==> src/rtl/data_memory_ctrl.sv <==
// Byte-addressable data memory for an RV32I core. After reset it runs a clear walk over all words.
// Optional macro DMEM_MISALIGN_TRAP_EN: trap misaligned accesses instead of forcing them aligned.
module data_memory_ctrl #(
   parameter int DEPTH_WORDS = 64,
   parameter int IDX_W       = $clog2(DEPTH_WORDS)
) (
   input  logic        clk,
   input  logic        reset,
   input  logic [31:0] Address,
   input  logic [31:0] Write_Data,
   input  logic        MemWrite,
   input  logic        MemRead,
   input  logic [2:0]  funct3,
   output logic [31:0] Data_out,
   output logic        busy,
   output logic        misalign_fault
);

   typedef enum logic [0:0] {
      CLEAR = 1'b0,
      READY = 1'b1
   } state_e;

   state_e           state_q, state_d;
   logic [IDX_W-1:0] clr_ptr_q, clr_ptr_d;
   logic [31:0]      mem_q [DEPTH_WORDS];

   logic [IDX_W-1:0] idx_s;
   logic [1:0]       off_s;
   logic [31:0]      rd_word_s;
   logic [7:0]       rd_byte_s;
   logic [15:0]      rd_half_s;
   logic [31:0]      load_val_s;
   logic [3:0]       be_s;
   logic [31:0]      wdata_s;
   logic             store_en_s;
   logic             load_kill_s;
   logic             store_kill_s;
   logic             unused_addr_s;

   assign idx_s         = Address[IDX_W+1:2];
   assign unused_addr_s = ^Address[31:IDX_W+2];
   assign busy          = (state_q == CLEAR);

   // Effective lane offset: halfword/word accesses are forced onto their natural boundary
   always_comb begin
      off_s = Address[1:0];
      case (funct3[1:0])
         2'b01:   off_s = {Address[1], 1'b0};
         2'b10:   off_s = 2'b00;
         default: off_s = Address[1:0];
      endcase
   end

`ifdef DMEM_MISALIGN_TRAP_EN
   logic load_mis_s;
   logic store_mis_s;
   logic fault_q, fault_d;

   assign load_mis_s  = (((funct3 == 3'b001) || (funct3 == 3'b101)) && Address[0]) ||
                        ((funct3 == 3'b010) && (Address[1:0] != 2'b00));
   assign store_mis_s = ((funct3 == 3'b001) && Address[0]) ||
                        ((funct3 == 3'b010) && (Address[1:0] != 2'b00));
   assign load_kill_s    = load_mis_s;
   assign store_kill_s   = store_mis_s;
   assign misalign_fault = fault_q;

   // Sticky fault: set by any misaligned request while READY
   always_comb begin
      fault_d = fault_q;
      if ((state_q == READY) && ((MemRead && load_mis_s) || (MemWrite && store_mis_s))) begin
         fault_d = 1'b1;
      end else begin
         fault_d = fault_q;
      end
   end

   // Fault register
   always_ff @(posedge clk) begin
      if (reset) begin
         fault_q <= 1'b0;
      end else begin
         fault_q <= fault_d;
      end
   end
`else
   assign load_kill_s    = 1'b0;
   assign store_kill_s   = 1'b0;
   assign misalign_fault = 1'b0;
`endif

   // FSM next state: CLEAR walks every word once, then READY is held until reset
   always_comb begin
      state_d   = state_q;
      clr_ptr_d = clr_ptr_q;
      case (state_q)
         CLEAR: begin
            clr_ptr_d = clr_ptr_q + IDX_W'(1);
            if (clr_ptr_q == IDX_W'(DEPTH_WORDS - 1)) begin
               state_d = READY;
            end else begin
               state_d = CLEAR;
            end
         end
         READY:   state_d = READY;
         default: state_d = CLEAR;
      endcase
   end

   // FSM state and clear pointer
   always_ff @(posedge clk) begin
      if (reset) begin
         state_q   <= CLEAR;
         clr_ptr_q <= '0;
      end else begin
         state_q   <= state_d;
         clr_ptr_q <= clr_ptr_d;
      end
   end

   assign rd_word_s = mem_q[idx_s];
   assign rd_byte_s = rd_word_s[{off_s, 3'b000} +: 8];
   assign rd_half_s = off_s[1] ? rd_word_s[31:16] : rd_word_s[15:0];

   // Load extraction and extension; output reads the array before any same-cycle store
   always_comb begin
      load_val_s = 32'h0;
      case (funct3)
         3'b000:  load_val_s = {{24{rd_byte_s[7]}}, rd_byte_s};
         3'b001:  load_val_s = {{16{rd_half_s[15]}}, rd_half_s};
         3'b010:  load_val_s = rd_word_s;
         3'b100:  load_val_s = {24'h0, rd_byte_s};
         3'b101:  load_val_s = {16'h0, rd_half_s};
         default: load_val_s = 32'h0;
      endcase
      if (MemRead && (state_q == READY) && !load_kill_s) begin
         Data_out = load_val_s;
      end else begin
         Data_out = 32'h0;
      end
   end

   // Store lane enables with data replicated across lanes
   always_comb begin
      be_s    = 4'b0000;
      wdata_s = Write_Data;
      case (funct3)
         3'b000: begin
            be_s    = 4'b0001 << off_s;
            wdata_s = {4{Write_Data[7:0]}};
         end
         3'b001: begin
            be_s    = off_s[1] ? 4'b1100 : 4'b0011;
            wdata_s = {2{Write_Data[15:0]}};
         end
         3'b010: begin
            be_s    = 4'b1111;
            wdata_s = Write_Data;
         end
         default: begin
            be_s    = 4'b0000;
            wdata_s = Write_Data;
         end
      endcase
   end

   assign store_en_s = MemWrite && (state_q == READY) && !reset && !store_kill_s;

   // Array: the clear walk has priority; stores only land in READY
   always_ff @(posedge clk) begin
      if (!reset && (state_q == CLEAR)) begin
         mem_q[clr_ptr_q] <= 32'h0;
      end else if (store_en_s) begin
         for (int n = 0; n < 4; n++) begin
            if (be_s[n]) begin
               mem_q[idx_s][8*n +: 8] <= wdata_s[8*n +: 8];
            end
         end
      end
   end

endmodule

==> config.mk <==
export PLATFORM = sky130hd
export DESIGN_NAME = data_memory_ctrl
export DESIGN_NICKNAME = d
export VERILOG_FILES = /design/src/rtl/data_memory_ctrl.sv
export SDC_FILE = /design/constraint.sdc
export NUM_CORES = 2
export LEC_CHECK = 0
export CAP_MARGIN = 20
export CORE_ASPECT_RATIO = 1.25
export CORE_UTILIZATION = 62
export DETAILED_ROUTE_END_ITERATION = 7
export HOLD_SLACK_MARGIN = 0.02
export PLACE_DENSITY = 0.82
export SKIP_CTS_REPAIR_TIMING = 1
export SYNTH_ARGS = -nofsm -noshare
export SYNTH_HDL_FRONTEND = slang
export SYNTH_SLANG_ARGS = --single-unit
==> constraint.sdc <==
create_clock -name clk -period 6.3 [get_ports clk]
set_clock_uncertainty 0.1 [all_clocks]
set_input_delay 0.63 -clock clk [delete_from_list [all_inputs] [get_ports clk]]
set_output_delay 0.63 -clock clk [all_outputs]
set_load 0.02 [all_outputs]
; Word-level counts from Yosys, hierarchy flattened
; Memory sizes are Yosys's and may differ from the RTL's.
; Index checks and enable logic that the tools add are counted.
[word_totals]
regBits = 7
latchBits = 0
mem_bits_rw = 2048
romBits = 0
input_bits = 71
output_inout_bits = 34
wordCells = 51
memories = 1
[mem_list]
columns = memory, depth, width, read_ports, rd_ports_with_merged_regs, write_ports, line_no
row1 = mem_q, 64, 32, 1, 0, 1, 26  ; logic [31:0] mem_q [DEPTH_WORDS];
[op_classes]
addsub = 1
mul = 0
div = 0
magnitude_cmp = 0
n_eq_ne = 7
shift = 2
mux = 30
bitwise_logic = 1
reduce_logical = 7
[op_table]
columns = operator, count
row1 = $pmux 32 s5, 1
row2 = $mux 32, 2
row3 = $pmux 32 s2, 1
row4 = $reduce_or 32->1, 1
row5 = $shiftx 32x6->8, 1
row6 = $mux 1, 19
row7 = $mux 16, 1
row8 = $pmux 4 s3, 1
row9 = $mux 4, 2
row10 = $add 6x1->6 const B, 1
row11 = $eq 3x3->1 const B, 2
row12 = $eq 6x6->1 const B, 1
row13 = $mux 6, 1
row14 = $logic_and 1x1->1, 4
row15 = $pmux 2 s2, 1
row16 = $shl 1x2->4 const A, 1
row17 = $eq 3x1->1 const B, 1
row18 = $eq 3x2->1 const B, 1
row19 = $logic_not 3->1, 1
row20 = $eq 2x1->1 const B, 1
row21 = $eq 2x2->1 const B, 1
row22 = $pmux 1 s2, 1
row23 = $logic_not 1->1, 1
row24 = $not 1->1, 1

; Logic depth before layout (Yosys ltp)
[logic_depth]
word_depth = 10
ltp_mapped = 16
ltp_nobuf = 10

; Worst setup path after synthesis
; OpenSTA, ideal clock, no wires.
[synth_path]
path_type = input-to-reg
from = input port funct3[1]
to = memory mem_q[0][22], data pin
setup_time_ps = 548
t_arrival_ps = 3993
required_time_ps = 5652
slack_ps = 1659
path_stages = 10
path_buffers = 4
cell_sequence = inv_1 > ha_1 > clkbuf_1 > nor2_1 > nor2_1 > o21ai_1 > clkbuf_1 > clkbuf_1 > clkbuf_1 > a21oi_1
[synth_via]
elab_chain_len = 10
elab_cells_between_ends = 28
cone_classes = eq/ne (4) / shift (1) / mux (21) / reduce/logical (2)
[synth_lines]
columns = item, line_no
row1 = "start, declared", 13  ; input logic [2:0] funct3,
row2 = $eq 2x2->1 / $eq 2x1->1 (equally long branches), 48  ; case (funct3[1:0])
row3 = $pmux 2 s2, 48
row4 = $mux 4 / $shl 1x2->4 (equally long branches), "153, 149"
row5 = $pmux 4 s3, 147  ; case (funct3)
row6 = $mux 1, 175  ; if (be_s[n]) begin
row7 = $mux 1, 173  ; end else if (store_en_s) begin
row8 = $mux 1, 171  ; if (!reset && (state_q == CLEAR)) begin
row9 = $mux 1 (not written as such), 176  ; mem_q[idx_s][8*n +: 8] <= wdata_s[8*n +: 8];
row10 = $reduce_or 32->1 (no source line), --
row11 = $mux 32 (no source line) (*), --
row12 = "end, declared", 26
; Mark *: on every way between the ends. The rest lies on a longest branch, timed or not.

; Worst setup path after layout
[layout_path]
from = input port Address[6]
to = output port Data_out[19]
[layout_via]
elab_chain_len = 4
elab_cells_between_ends = 5
cone_classes = shift (1) / mux (3) / memory (1)
[layout_lines]
columns = item, line_no
row1 = "start, declared", 9  ; input logic [31:0] Address,
row2 = $mem_v2 64x32 (*), --
row3 = $shiftx 32x6->8 / $mux 16 (equally long branches), "122, 123"
row4 = $pmux 32 s5 (*), 128  ; case (funct3)
row5 = $mux 32 (*), 136  ; if (MemRead && (state_q == READY) && !load_kill_s) begin
row6 = "end, declared", 14  ; output logic [31:0] Data_out,
; Marked as above.

==> metrics.csv <==
metric;value;unit
pwr/cell area;294;mW/mm2
Routed Antenna Nets;0;
post-synthesis xor/xnor area fraction;0.000431;
largest family of logic cells by synthesized area;multiplexers;
vias in the first global route;46200;
Synth Area in Compound Gates;0.0395;
Initial Utilization;0.624;
async set-reset flop share out of synthesis;0;
Max Fclk;0.167;GHz
Slew Limit Fails;0;
synth top area cells;edfxtp_1 76%, mux4_2 13%, mux2i_1 1.9%, nor2_1 1.5%, a22oi_1 0.95%;
root buf cell;clkbuf_16;
Post-DP Area;0.0860;mm2
Setup CP Type;input pin to output pin;
Via Count;46300;
total track usage;0.362;
DP Worst Slack;571;ps
largest net degree at the start of global routing;65;
hpwl dp;145000;um
CP max FO;16;
setup TNS;0;ps
Area Growth Syn to Fin;13.0;%
Placer Congestion;0.965;
cells after synthesis;4070;
CP startpoint kind;input pin;
worst-margin pin slew;1150;ps
drt first pass iters;6;
Pleak;33.6;nW
mux share of post-synthesis cell area;0.147;
Hold Vio Cnt, Final;0;
Post-Synth Simple-Gate Area;0.0351;
share of post-route cells with drive strength above 1;0.250;
Seq/Total Area, Yosys;0.758;
Synth Flop Type;edfxtp_1;
total wire length;237000;um
initial antenna violation count;12;
die area;0.133;mm2
FILL cells;7169;
Clock Sinks;2055;
VDD IR-drop max;0.304;mV
IO Count;105;
Port Buf Inserts;79;
Core Rows;148;
Max Root-Sink Buffers;3;
crit path DAT;5250;ps
TritonCTS buffer count;176;
warnings from Yosys;0;
WP data required;5570;ps
CTS H-tree depth;4;
vias per inst;7.35;
top-count cell post-synth;edfxtp_1;
fin crit period;5980;ps
CTS tree;yes;
Power Total;27.1;mW
flip-flop and latch area;0.0616;mm2
Max-Cap Viols;0;
Multi-input gate area;0.0184;mm2
clock-pin slew on the worst setup and hold paths;70;ps
unrepaired setup endpoints after global routing;no;
nets;4504;
area leader, netlist;edfxtp_1;
final setup vio count;0;
status;finished clean;
chip height;407;um
Hold WC Path Type;flop to flop;
Netlist cell types;80;
synth cell count leaders;2048 x edfxtp_1, 455 x mux4_2, 333 x nor2_1;
Core Area;0.130;mm2
DRC;0;
Die X;326;um
first-pass GRT wire length;332000;um
adder-cell share of the synthesized area;0.000616;
Clk Latency, worst-skew pair;820;ps
Initial DRC Count;7451;
Post-synth EDFFs;2048;
syn nets;4145;
drt wl/cell;37.7;um
Final Cell Area;0.0919;mm2
Synth top area share;0.757;
mean area per synthesized cell;20.0;um2
Critical Path Sink Type;output pin;
GRT overflow;0;
post-route clock period utilization;0.949;
final worst setup slack;324;ps
Mapped Area;0.0813;mm2
max_slew headroom;0.233;
Synth Register Bits;2055;
report_power, final:
part,internal [mW],total (mW),switching (mW)
Combinational,0.406,1.23,0.822
Sequential,14.8,14.9,0.0145
Clock,6.04,11.0,4.93
Total,21.3,27.1,5.77
cells by family after synthesis:
family | count (synthesis)
AO/OA/AOI/OAI | 469
XOR/XNOR | 4
adder cells (fa/ha/maj) | 4
buffers and inverters | 263
flip-flops | 2055
multiplexers | 621
other | 1
AND/OR/NAND/NOR | 653
layout make-up:
type | count | share of cell area
flip-flops and latches | 2055 | 0.671
multi-input cells | 1752 | 0.201
clock buffers | 213 | 0.0506
repair buffers | 432 | 0.0423
well taps | 1725 | 0.0235
clock inverters | 95 | 0.0114
inverters | 12 | 0.000504
diodes | 10 | 0.000272
worst max-delay path, stage by stage:
cell and delay (ps):
clkdlybuf4s50_1 730, clkinv_1 630, nand2_1 390, buf_4 420, a21oi_1 120, or4_4 530, a32oi_1 260, a211o_2 260
o31a_2 440, o21ai_0 210, clkdlybuf4s50_1 580
cell usage in the layout, fill, tap and decap left out, drive strengths merged, types with 8 or more instances in the layout:
master         Yosys  final
edfxtp          2048   2048
mux4             455    455
buf              120    360
nor2             333    333
clkbuf           131    213
mux2i            157    157
nand2            148    148
a22oi            103    103
a21oi            102    102
clkdlybuf4s50      0     72
clkinv             1     70
o21ai             56     56
o22ai             52     52
nand3             46     46
o221ai            33     33
nor3              23     23
a221oi            20     20
and2              20     20
bufinv             0     19
a211oi            18     18
nand2b            17     17
nor2b             16     16
a31oi             15     15
a22o              14     14
inv               11     11
diode              0     10
or3               10     10
nor4              10     10
mux2               9      9
or2                8      8
and3               8      8
metrics by stage:
| step | utilization | hold slack, ps | instances |
|---|---|---|---|
| floorplan | - | 398 | 4070 |
| global placement | 0.660 | 423 | 5966 |
| detailed placement | 0.660 | 459 | 5967 |
| CTS | 0.704 | 472 | 6275 |
| global route | 0.706 | 501 | 6284 |
| finish | 0.706 | 475 | 6294 |
flip-flops by register name (all words and copies together) (netlist names):
register,count
mem_q,2048
clr_ptr_q,6
state_q,1
path summary, 6_finish.rpt:
check,to,from,cells after the start,slack (ps)
worst max register to register,mem_q[63][6],state_q,9,2230
worst min register to register,state_q,clr_ptr_q[2],2,480
worst min-delay path,state_q,clr_ptr_q[2],2,480
worst max-delay path,Data_out[19],Address[6],11,320
routing by layer:
metal	vias to the layer above	part of all wire	track usage
li1	17500	-	-
met1	23100	0.31	0.436
met2	4530	0.46	0.553
met3	1144	0.16	0.134
met4	18	0.081	0.238
met5	-	0.00048	0
Note: power is estimated with default switching activity, not from simulation.
